===== config.mk =====
export PLATFORM = sky130hd
export DESIGN_NAME = lut_table_loader_flat
export DESIGN_NICKNAME = d
export VERILOG_FILES = /design/src/rtl/lut_table_loader_if.sv /design/src/rtl/lut_table_loader.sv /design/src/flat_wrapper.sv
export SDC_FILE = /design/constraint.sdc
export NUM_CORES = 1
export LEC_CHECK = 0
export ABC_AREA = 1
export BUFFER_PORTS_ARGS = -buffer_cell sky130_fd_sc_hd__buf_4
export CAP_MARGIN = 25
export CORE_ASPECT_RATIO = 0.9
export CORE_MARGIN = 8
export CORE_UTILIZATION = 40
export DETAILED_ROUTE_END_ITERATION = 8
export SLEW_MARGIN = 20
export SYNTH_ARGS = -nofsm -noshare
export SYNTH_HDL_FRONTEND = slang
export SYNTH_SLANG_ARGS = --single-unit

===== constraint.sdc =====
create_clock -name clk -period 1.55 [get_ports clk]
set_clock_uncertainty 0.15 [all_clocks]
set_input_delay 0.31 -clock clk [delete_from_list [all_inputs] [get_ports clk]]
set_output_delay 0.31 -clock clk [all_outputs]
set_load 0.1 [all_outputs]

===== src/rtl/lut_table_loader_if.sv =====
// Byte stream port for lut_table_loader: valid/ready handshake carrying one table byte per transfer.
interface lut_table_loader_if;
  logic [7:0] byte_in;
  logic       byte_valid;
  logic       byte_ready;

  modport master (output byte_in, output byte_valid, input byte_ready);
  modport slave  (input byte_in, input byte_valid, output byte_ready);
endinterface


===== src/rtl/lut_table_loader.sv =====
// Serialises table bytes MSB-first onto a serial_load_lut d/cs_n pair.
// Optional trailing checksum byte when LUT_LOADER_CHECKSUM_EN is defined.
module lut_table_loader #(
  parameter int unsigned TABLE_BITS = 256
) (
  input  logic                clk,
  input  logic                rst_n,
  input  logic                start,
  input  logic                abort,
  lut_table_loader_if.slave   bus,
  output logic                sd_out,
  output logic                cs_n_out,
  output logic                busy,
  output logic                done,
  output logic                chk_err
);

  localparam int unsigned NBYTES = TABLE_BITS / 8;
  localparam int unsigned CNT_W  = $clog2(NBYTES + 1);
  localparam logic [CNT_W-1:0] LAST_CNT = CNT_W'(NBYTES);

  typedef enum logic [1:0] {
    IDLE,
    LOAD
`ifdef LUT_LOADER_CHECKSUM_EN
    , CHK
`endif
  } state_t;

  state_t           state;
  logic [6:0]       shreg;
  logic [3:0]       bits_left;
  logic [CNT_W-1:0] byte_cnt;
  logic             ready;
  logic             accept;

  // Ready while the final bit of the current byte is on sd_out, so bytes abut with no cs_n gap.
  always_comb begin
    ready = 1'b0;
    case (state)
      LOAD:    ready = (byte_cnt != LAST_CNT) && (bits_left <= 4'd1);
`ifdef LUT_LOADER_CHECKSUM_EN
      CHK:     ready = 1'b1;
`endif
      default: ready = 1'b0;
    endcase
  end

  assign bus.byte_ready = ready;
  assign accept         = ready & bus.byte_valid;
  assign busy           = (state != IDLE);

`ifdef LUT_LOADER_CHECKSUM_EN
  logic [7:0] xor_acc;
  logic       chk_err_q;
  assign chk_err = chk_err_q;
`else
  assign chk_err = 1'b0;
`endif

  always_ff @(posedge clk) begin
    if (!rst_n) begin
      state     <= IDLE;
      sd_out    <= 1'b0;
      cs_n_out  <= 1'b1;
      done      <= 1'b0;
      shreg     <= '0;
      bits_left <= '0;
      byte_cnt  <= '0;
`ifdef LUT_LOADER_CHECKSUM_EN
      xor_acc   <= '0;
      chk_err_q <= 1'b0;
`endif
    end else begin
      done <= 1'b0;
      if (abort) begin
        state     <= IDLE;
        cs_n_out  <= 1'b1;
        bits_left <= '0;
      end else begin
        case (state)
          IDLE: begin
            if (start) begin
              state     <= LOAD;
              byte_cnt  <= '0;
              bits_left <= '0;
`ifdef LUT_LOADER_CHECKSUM_EN
              xor_acc   <= '0;
              chk_err_q <= 1'b0;
`endif
            end
          end
          LOAD: begin
            if (accept) begin
              sd_out    <= bus.byte_in[7];
              shreg     <= bus.byte_in[6:0];
              cs_n_out  <= 1'b0;
              bits_left <= 4'd8;
              byte_cnt  <= byte_cnt + 1'b1;
`ifdef LUT_LOADER_CHECKSUM_EN
              xor_acc   <= xor_acc ^ bus.byte_in;
`endif
            end else if (bits_left > 4'd1) begin
              sd_out    <= shreg[6];
              shreg     <= {shreg[5:0], 1'b0};
              bits_left <= bits_left - 4'd1;
            end else if (bits_left == 4'd1) begin
              // Last bit shifts into the LUT on this edge; hold it unless another byte follows.
              cs_n_out  <= 1'b1;
              bits_left <= '0;
              if (byte_cnt == LAST_CNT) begin
`ifdef LUT_LOADER_CHECKSUM_EN
                state <= CHK;
`else
                state <= IDLE;
                done  <= 1'b1;
`endif
              end
            end
          end
`ifdef LUT_LOADER_CHECKSUM_EN
          CHK: begin
            if (accept) begin
              chk_err_q <= (bus.byte_in != xor_acc);
              done      <= 1'b1;
              state     <= IDLE;
            end
          end
`endif
          default: state <= IDLE;
        endcase
      end
    end
  end

endmodule


===== src/flat_wrapper.sv =====
// flat-port wrapper written by rule: the top's interface ports become plain ports
module lut_table_loader_flat 
#(
  parameter int unsigned TABLE_BITS = 256
)
  (clk, rst_n, start, abort, sd_out, cs_n_out, busy, done, chk_err, bus_byte_in, bus_byte_valid, bus_byte_ready);
  lut_table_loader_if bus_i ();
  input  logic clk;
  input  logic rst_n;
  input  logic start;
  input  logic abort;
  output logic sd_out;
  output logic cs_n_out;
  output logic busy;
  output logic done;
  output logic chk_err;
  input wire logic [$bits(bus_i.byte_in)-1:0] bus_byte_in;
  input wire logic [$bits(bus_i.byte_valid)-1:0] bus_byte_valid;
  output wire logic [$bits(bus_i.byte_ready)-1:0] bus_byte_ready;
  assign bus_i.byte_in = bus_byte_in;
  assign bus_i.byte_valid = bus_byte_valid;
  assign bus_byte_ready = bus_i.byte_ready;
  lut_table_loader #(.TABLE_BITS(TABLE_BITS)) u_core (.clk(clk), .rst_n(rst_n), .start(start), .abort(abort), .bus(bus_i), .sd_out(sd_out), .cs_n_out(cs_n_out), .busy(busy), .done(done), .chk_err(chk_err));
endmodule

==> results of run 1 <==
cell type report:
class                           count  share of cell area, %
Clock buffer                        3                   1.25
Clock inverter                      1                  0.277
Inverter                           31                   6.73
Multi-Input combinational cell    127                   45.6
Sequential cell                    21                   23.8
Tap cell                           40                   2.77
Timing Repair Buffer               41                   19.6
synth_stat cells:
| cell | count | share of area (%) |
|---|---|---|
| a21oi_1 | 11 | 4.6 |
| a31o_2 | 1 | 0.74 |
| buf_2 | 2 | 0.84 |
| buf_4 | 1 | 0.63 |
| buf_6 | 1 | 0.95 |
| conb_1 | 1 | 0.32 |
| dfxtp_1 | 21 | 35 |
| ha_1 | 4 | 4.2 |
| inv_1 | 31 | 9.8 |
| nand2_1 | 44 | 14 |
| nand2_2 | 3 | 1.6 |
| nand3_1 | 9 | 3.8 |
| nand3_2 | 1 | 0.84 |
| nand3_4 | 1 | 1.5 |
| nand3b_1 | 1 | 0.63 |
| nand4_1 | 2 | 1.1 |
| nor2_1 | 29 | 9.2 |
| nor2_4 | 1 | 0.95 |
| nor3_1 | 3 | 1.3 |
| o21ai_0 | 10 | 4.2 |
| o21ai_2 | 1 | 0.74 |
| xnor2_1 | 1 | 0.74 |
| xor2_1 | 3 | 2.2 |
stage by stage:
| stage | util (%) | instances | setup WS [ps] | setup TNS, ps | instance area [µm²] |
|---|---|---|---|---|---|
| 6_report | 64.6 | 264 | -391 | -5070 | 1800 |
| 5_1_grt | 64.6 | 264 | -452 | -6970 | 1800 |
| 4_1_cts | 61.6 | 262 | -371 | -3510 | 1720 |
| 3_5_place_dp | 55.2 | 252 | -196 | -1930 | 1540 |
| 3_3_place_gp | 55.2 | 252 | -151 | -1360 | 1540 |
| 2_1_floorplan | - | 182 | -310 | -667 | 1260 |
path summary, 6_finish.rpt:
kind,from,endpoint,slack [ps]
max,u_core.bits_left[0],bus_byte_ready,-390
min,abort,u_core.cs_n_out,60
max reg2reg,u_core.bits_left[0],u_core.shreg[6],-280
min reg2reg,u_core.bits_left[1],u_core.bits_left[1],340
layer usage:
| metal | wire length [µm] | global-route usage (%) |
|---|---|---|
| met3 | 173 | 4.29 |
| met2 | 1450 | 21.9 |
| met1 | 1410 | 16.1 |
| met4 | 20 | 2.99 |
| met5 | 0 | 0 |
worst min-delay path, stage by stage:
cell,delay [ps]
buf_4,90
nor2_1,50
nand2_1,50
cells by family (layout without fill, tap and decap cells):
family / Yosys count / after routing / share of synthesized area (%)
fa+ha+maj: 4 / 4 / 4.21
other cells: 1 / 1 / 0.315
compound gates: 23 / 23 / 10.3
flops: 21 / 21 / 35.4
buf+inv: 35 / 76 / 12.2
xor+xnor: 4 / 4 / 2.95
simple gates: 94 / 95 / 34.6
power by group:
group          switching (W)  internal, W
Clock               0.000175    0.0000963
Sequential        0.00000699     0.000545
Combinational       0.000121    0.0000705
flip-flops by register name, indices dropped and copies added (netlist names):
register          flops
u_core.bits_left      4
u_core.byte_cnt       6
u_core.cs_n_out       1
u_core.sd_out         1
u_core.shreg          7
u_core.done           1
u_core.state          1
layout by cell type, fill, tap and decap left out, types with 3 or more instances in the layout:
master,n
nand3_4,4
nand3_2,4
nand2_2,13
nand2_4,4
inv_1,28
o21ai_1,4
nor2_1,27
nand3_1,3
nor2_4,3
o21ai_0,4
a21oi_1,5
buf_4,36
clkbuf_4,3
a21oi_2,6
dfxtp_1,18
xor2_1,3
nand2_1,31
what timing repair did:
action	4_1_cts	5_1_grt
buffers inserted	5	2
cloned	1	1
pin swaps	23	18
hold buffers	0	0
endpoints found under the setup margin	18	20
resized for setup	27	21
==> results.sh, run 1 <==
export IMPL_status="complete, but fails checks"
export IMPL_ant_nets=0
export IMPL_critPathArrivalTime_ps=1480
export IMPL_std_cell_rows=18
export IMPL_cp_top_family="flip-flops"
export IMPL_io_pins=19
export IMPL_grtUsageTotal_pct=13.2
export IMPL_synth_seq_cells=21
export IMPL_cts_root_buf="clkbuf_4"
export IMPL_postSynthAreaPerCell_um2=6.53
export IMPL_drive_gt1_share_pct=41.1
export IMPL_dr_pass1_iters=4
export IMPL_syn_area_um2=1190
export IMPL_grt_pass1_vias=1166
export IMPL_vias_per_cell=4.53
export IMPL_holdWs_ps=63.1
export IMPL_synthCells=182
export IMPL_fin_crit_sh_pct=125
export IMPL_cp_required_ps=1090
export IMPL_start_util_pct=42.6
export IMPL_drc=0
export IMPL_fin_nets=242
export IMPL_p_total_w=0.00101
export IMPL_die_area_um2=4970
export IMPL_grt_max_degree=16
export IMPL_coreArea_um2=2790
export IMPL_synth_distinct_cells=23
export IMPL_violations="setup timing"
export IMPL_powerDensity_nw_per_um2=562
export IMPL_vias=1195
export IMPL_timing_fmax_ghz=0.515
export IMPL_insertion_delay_ps=310
export IMPL_seqCellArea_um2=429
export IMPL_clkTransAtPathRegs_ps=130
export IMPL_drtIter0Drc=33
export IMPL_gp_congestion=0.762
export IMPL_peakVddDrop_mv=0.359
export IMPL_antenna_found_initial=0
export IMPL_path_max_fanout=3
export IMPL_cp_start_kind="flop"
export IMPL_wirelength_mm=3.06
export IMPL_fillers=263
export IMPL_diodes=0
export IMPL_clock_sinks=21
export IMPL_dp_hpwl_mm=2.09
export IMPL_end_kind="output pin"
export IMPL_wl_per_cell_um=11.6
export IMPL_worst_path_stages=7
export IMPL_area_growth_synth_to_final_pct=51.8
export IMPL_rsz0062_at_grt="true"
export IMPL_setup_viol_count_final=20
export IMPL_ys_seq_area_share_pct=35.4
export IMPL_tritoncts="built"
export IMPL_io_buffers=17
export IMPL_chipHeight_um=67.7
export IMPL_cp_buffers_inverters=2
export IMPL_cts_buffers_inserted=3
export IMPL_maxSlewViolCount=0
export IMPL_hold_violations=0
export IMPL_grt_pass1_wl_mm=5.20
export IMPL_grt_overflow_total=0
export IMPL_slowest_delay_ps=390
export IMPL_fp_dieW_um=73.5
export IMPL_htree_num_levels=1
export IMPL_hold_path_depth=3
export IMPL_syn_nets=199
export IMPL_crit_chain="inv_4 -> ha_4 -> nor2_4 -> nor3_4 -> nand2_2 -> nor2_4 -> buf_12"
export IMPL_cpMaxStageDelayCell="dfxtp_4"
export IMPL_fin_ws_ps=-391
export IMPL_multi_input_area_um2=823
export IMPL_yosysWarnings=0
export IMPL_ff2ff_path_depth=11
export IMPL_crit_path_frequent_cell="nor2_4"
export IMPL_clockBufferDepth=2
export IMPL_crit_type="reg -> out"
export IMPL_maxCapViolCount=0
export IMPL_worstHoldPathType="in -> reg"
export IMPL_layout_min_cycle_time_ps=1940
export IMPL_power_leakage_nw=0.793
Power figures use the tool's default switching activity.
==> inputs of run 2 (changes only) <==
BUFFER_PORTS_ARGS = default   (was -buffer_cell sky130_fd_sc_hd__buf_4)
CORE_MARGIN = default   (was 8)
DONT_BUFFER_PORTS = 1   (was default)
==> run 2 against run 1 <==
Compared with the run above: clock power is 5% higher; die area is 36% lower; sequential share of layout area is 1.7 points higher; critical endpoint unchanged; flip-flop and latch count stayed put; final cell count is 4.5% lower; highest routed layer unchanged; non-clock buffer count is 12 lower; total power is 1.1% lower; hold slack worse by 10 ps; first-iteration DRC count is 15% higher; the flow still finishes with violations (setup timing); count of clock-buffer cells in the layout stayed put; maximum frequency is 1.2% higher.
==> results.sh, run 2 (same netlist as run 1, synthesis figures left out) <==
export IMPL_grt_max_degree=16
export IMPL_grtUsageTotal_pct=18.9
export IMPL_die_area_um2=3190
export IMPL_layout_min_cycle_time_ps=1920
export IMPL_io_pins=19
export IMPL_vias_per_cell=4.73
export IMPL_dr_pass1_iters=5
export IMPL_final_cell_mix="35 x nand2_1, 28 x inv_1, 24 x nor2_1"
export IMPL_fin_ws_ps=-367
export IMPL_htree_num_levels=1
export IMPL_cp_buffers_inverters=2
export IMPL_hold_violations=0
export IMPL_slowest_delay_ps=360
export IMPL_clkTransAtPathRegs_ps=130
export IMPL_worstHoldPathType="in -> reg"
export IMPL_cts_root_buf="clkbuf_4"
export IMPL_vias=1191
export IMPL_chipHeight_um=53.7
export IMPL_fin_crit_sh_pct=124
export IMPL_rsz0062_at_grt="true"
export IMPL_drc=0
export IMPL_insertion_delay_ps=310
export IMPL_fin_nets=230
export IMPL_clock_sinks=21
export IMPL_r2r_end="u_core.shreg[2]"
export IMPL_maxSlewViolCount=0
export IMPL_path_max_fanout=3
export IMPL_final_common_cell="nand2_1"
export IMPL_timing_fmax_ghz=0.522
export IMPL_crit_chain="inv_4 -> ha_4 -> nor2_4 -> nor3_4 -> nand2_2 -> nor2_4 -> buf_12"
export IMPL_worst_path_stages=7
export IMPL_maxCapViolCount=0
export IMPL_diodes=0
export IMPL_ant_nets=0
export IMPL_regToRegSetupSlack_ps=-270
export IMPL_top_regs="u_core.shreg: 7 flops, u_core.byte_cnt: 6 flops, u_core.bits_left: 4 flops"
export IMPL_status="complete, but fails checks"
export IMPL_antenna_found_initial=0
export IMPL_startpoint="u_core.bits_left[1]"
export IMPL_start_util_pct=42.6
export IMPL_gp_congestion=0.850
export IMPL_critPathArrivalTime_ps=1460
export IMPL_grt_pass1_vias=1052
export IMPL_fp_dieW_um=59.5
export IMPL_ff2ff_path_depth=11
export IMPL_std_cell_rows=18
export IMPL_peakVddDrop_mv=0.446
export IMPL_wirelength_mm=2.89
export IMPL_pre_cts_slack_ps=-140
export IMPL_dp_hpwl_mm=1.92
export IMPL_cp_required_ps=1090
export IMPL_cpMaxStageDelayCell="dfxtp_2"
export IMPL_critPathCapture="bus_byte_ready"
export IMPL_power_leakage_nw=0.710
export IMPL_coreArea_um2=2790
export IMPL_crit_path_frequent_cell="nor2_4"
export IMPL_clockBufferDepth=2
export IMPL_cp_start_kind="flop"
export IMPL_largest_reg_flops=7
export IMPL_end_kind="output pin"
export IMPL_largest_register="u_core.shreg"
export IMPL_crit_type="reg -> out"
export IMPL_grt_pass1_wl_mm=4.49
export IMPL_io_buffers=0
export IMPL_cts_buffers_inserted=3
export IMPL_grt_overflow_total=0
export IMPL_violations="setup timing"
export IMPL_powerDensity_nw_per_um2=593
export IMPL_drive_gt1_share_pct=37.3
export IMPL_cp_top_family="simple AND/OR/NAND/NOR gates"
export IMPL_area_growth_synth_to_final_pct=42.3
export IMPL_wl_per_cell_um=11.5
export IMPL_tritoncts="built"
export IMPL_r2r_start="u_core.bits_left[0]"
export IMPL_drtIter0Drc=38
export IMPL_p_total_w=0.00100
export IMPL_setup_viol_count_final=19
run 2: changes by cell type in the layout (fill, tap and decap cells not counted), sizes merged:
cell,delta
dlygate4sd3,+3
clkbuf,-1
buf,-14
inv,+1
clkinv,-1
run 2: routing by layer:
metal  GRT usage, %  vias up  wire [µm]
met4           5.95        0         43
met5              0        -          0
met1           24.1      545       1300
met3           5.05        6         99
met2           31.3       22       1450
li1               -      618          -
run 2: worst min path at each step:
stage	startpoint	endpoint	slack, ps	depth (start not counted)
floorplan	abort	u_core.cs_n_out	270	2
global placement	rst_n	u_core.shreg[2]	290	2
detailed placement	rst_n	u_core.shreg[1]	290	2
CTS	rst_n	u_core.shreg[0]	40	2
global route	rst_n	u_core.byte_cnt[1]	60	2
finish	start	u_core.state[0]	50	2
run 2: stage by stage:
step / TNS (ps) / cells / hold slack, ps / utilization, % / instance area (µm²)
5_1_grt: -5340 / 252 / 57.8 / 60.6 / 1690
4_1_cts: -3090 / 250 / 40.0 / 58.1 / 1620
3_3_place_gp: -708 / 240 / 288 / 52.4 / 1460
3_5_place_dp: -1220 / 240 / 291 / 52.4 / 1460
6_report: -3800 / 252 / 52.7 / 60.6 / 1690
2_1_floorplan: -667 / 182 / 271 / - / 1260
run 2: power by group:
part / switching (W) / internal [W]
combinational: 0.000114 / 0.0000534
clock: 0.000185 / 0.000100
sequential: 0.00000605 / 0.000545
total: 0.000305 / 0.000699
run 2: cell type report:
class	instances	area (µm²)
fill	251	1100
multi-input combinational	127	816
sequential	21	430
timing repair buffer	29	245
inverter	31	121
tap	40	50.0
clock buffer	3	22.5
clock inverter	1	6.26
run 2: timing repair:
action,CTS,global route
endpoints found under the hold margin,9,0
resized for setup,19,19
cloned,1,0
setup buffers,2,2
hold buffers,3,0
pin swaps,13,11
endpoints found under the setup margin,17,19
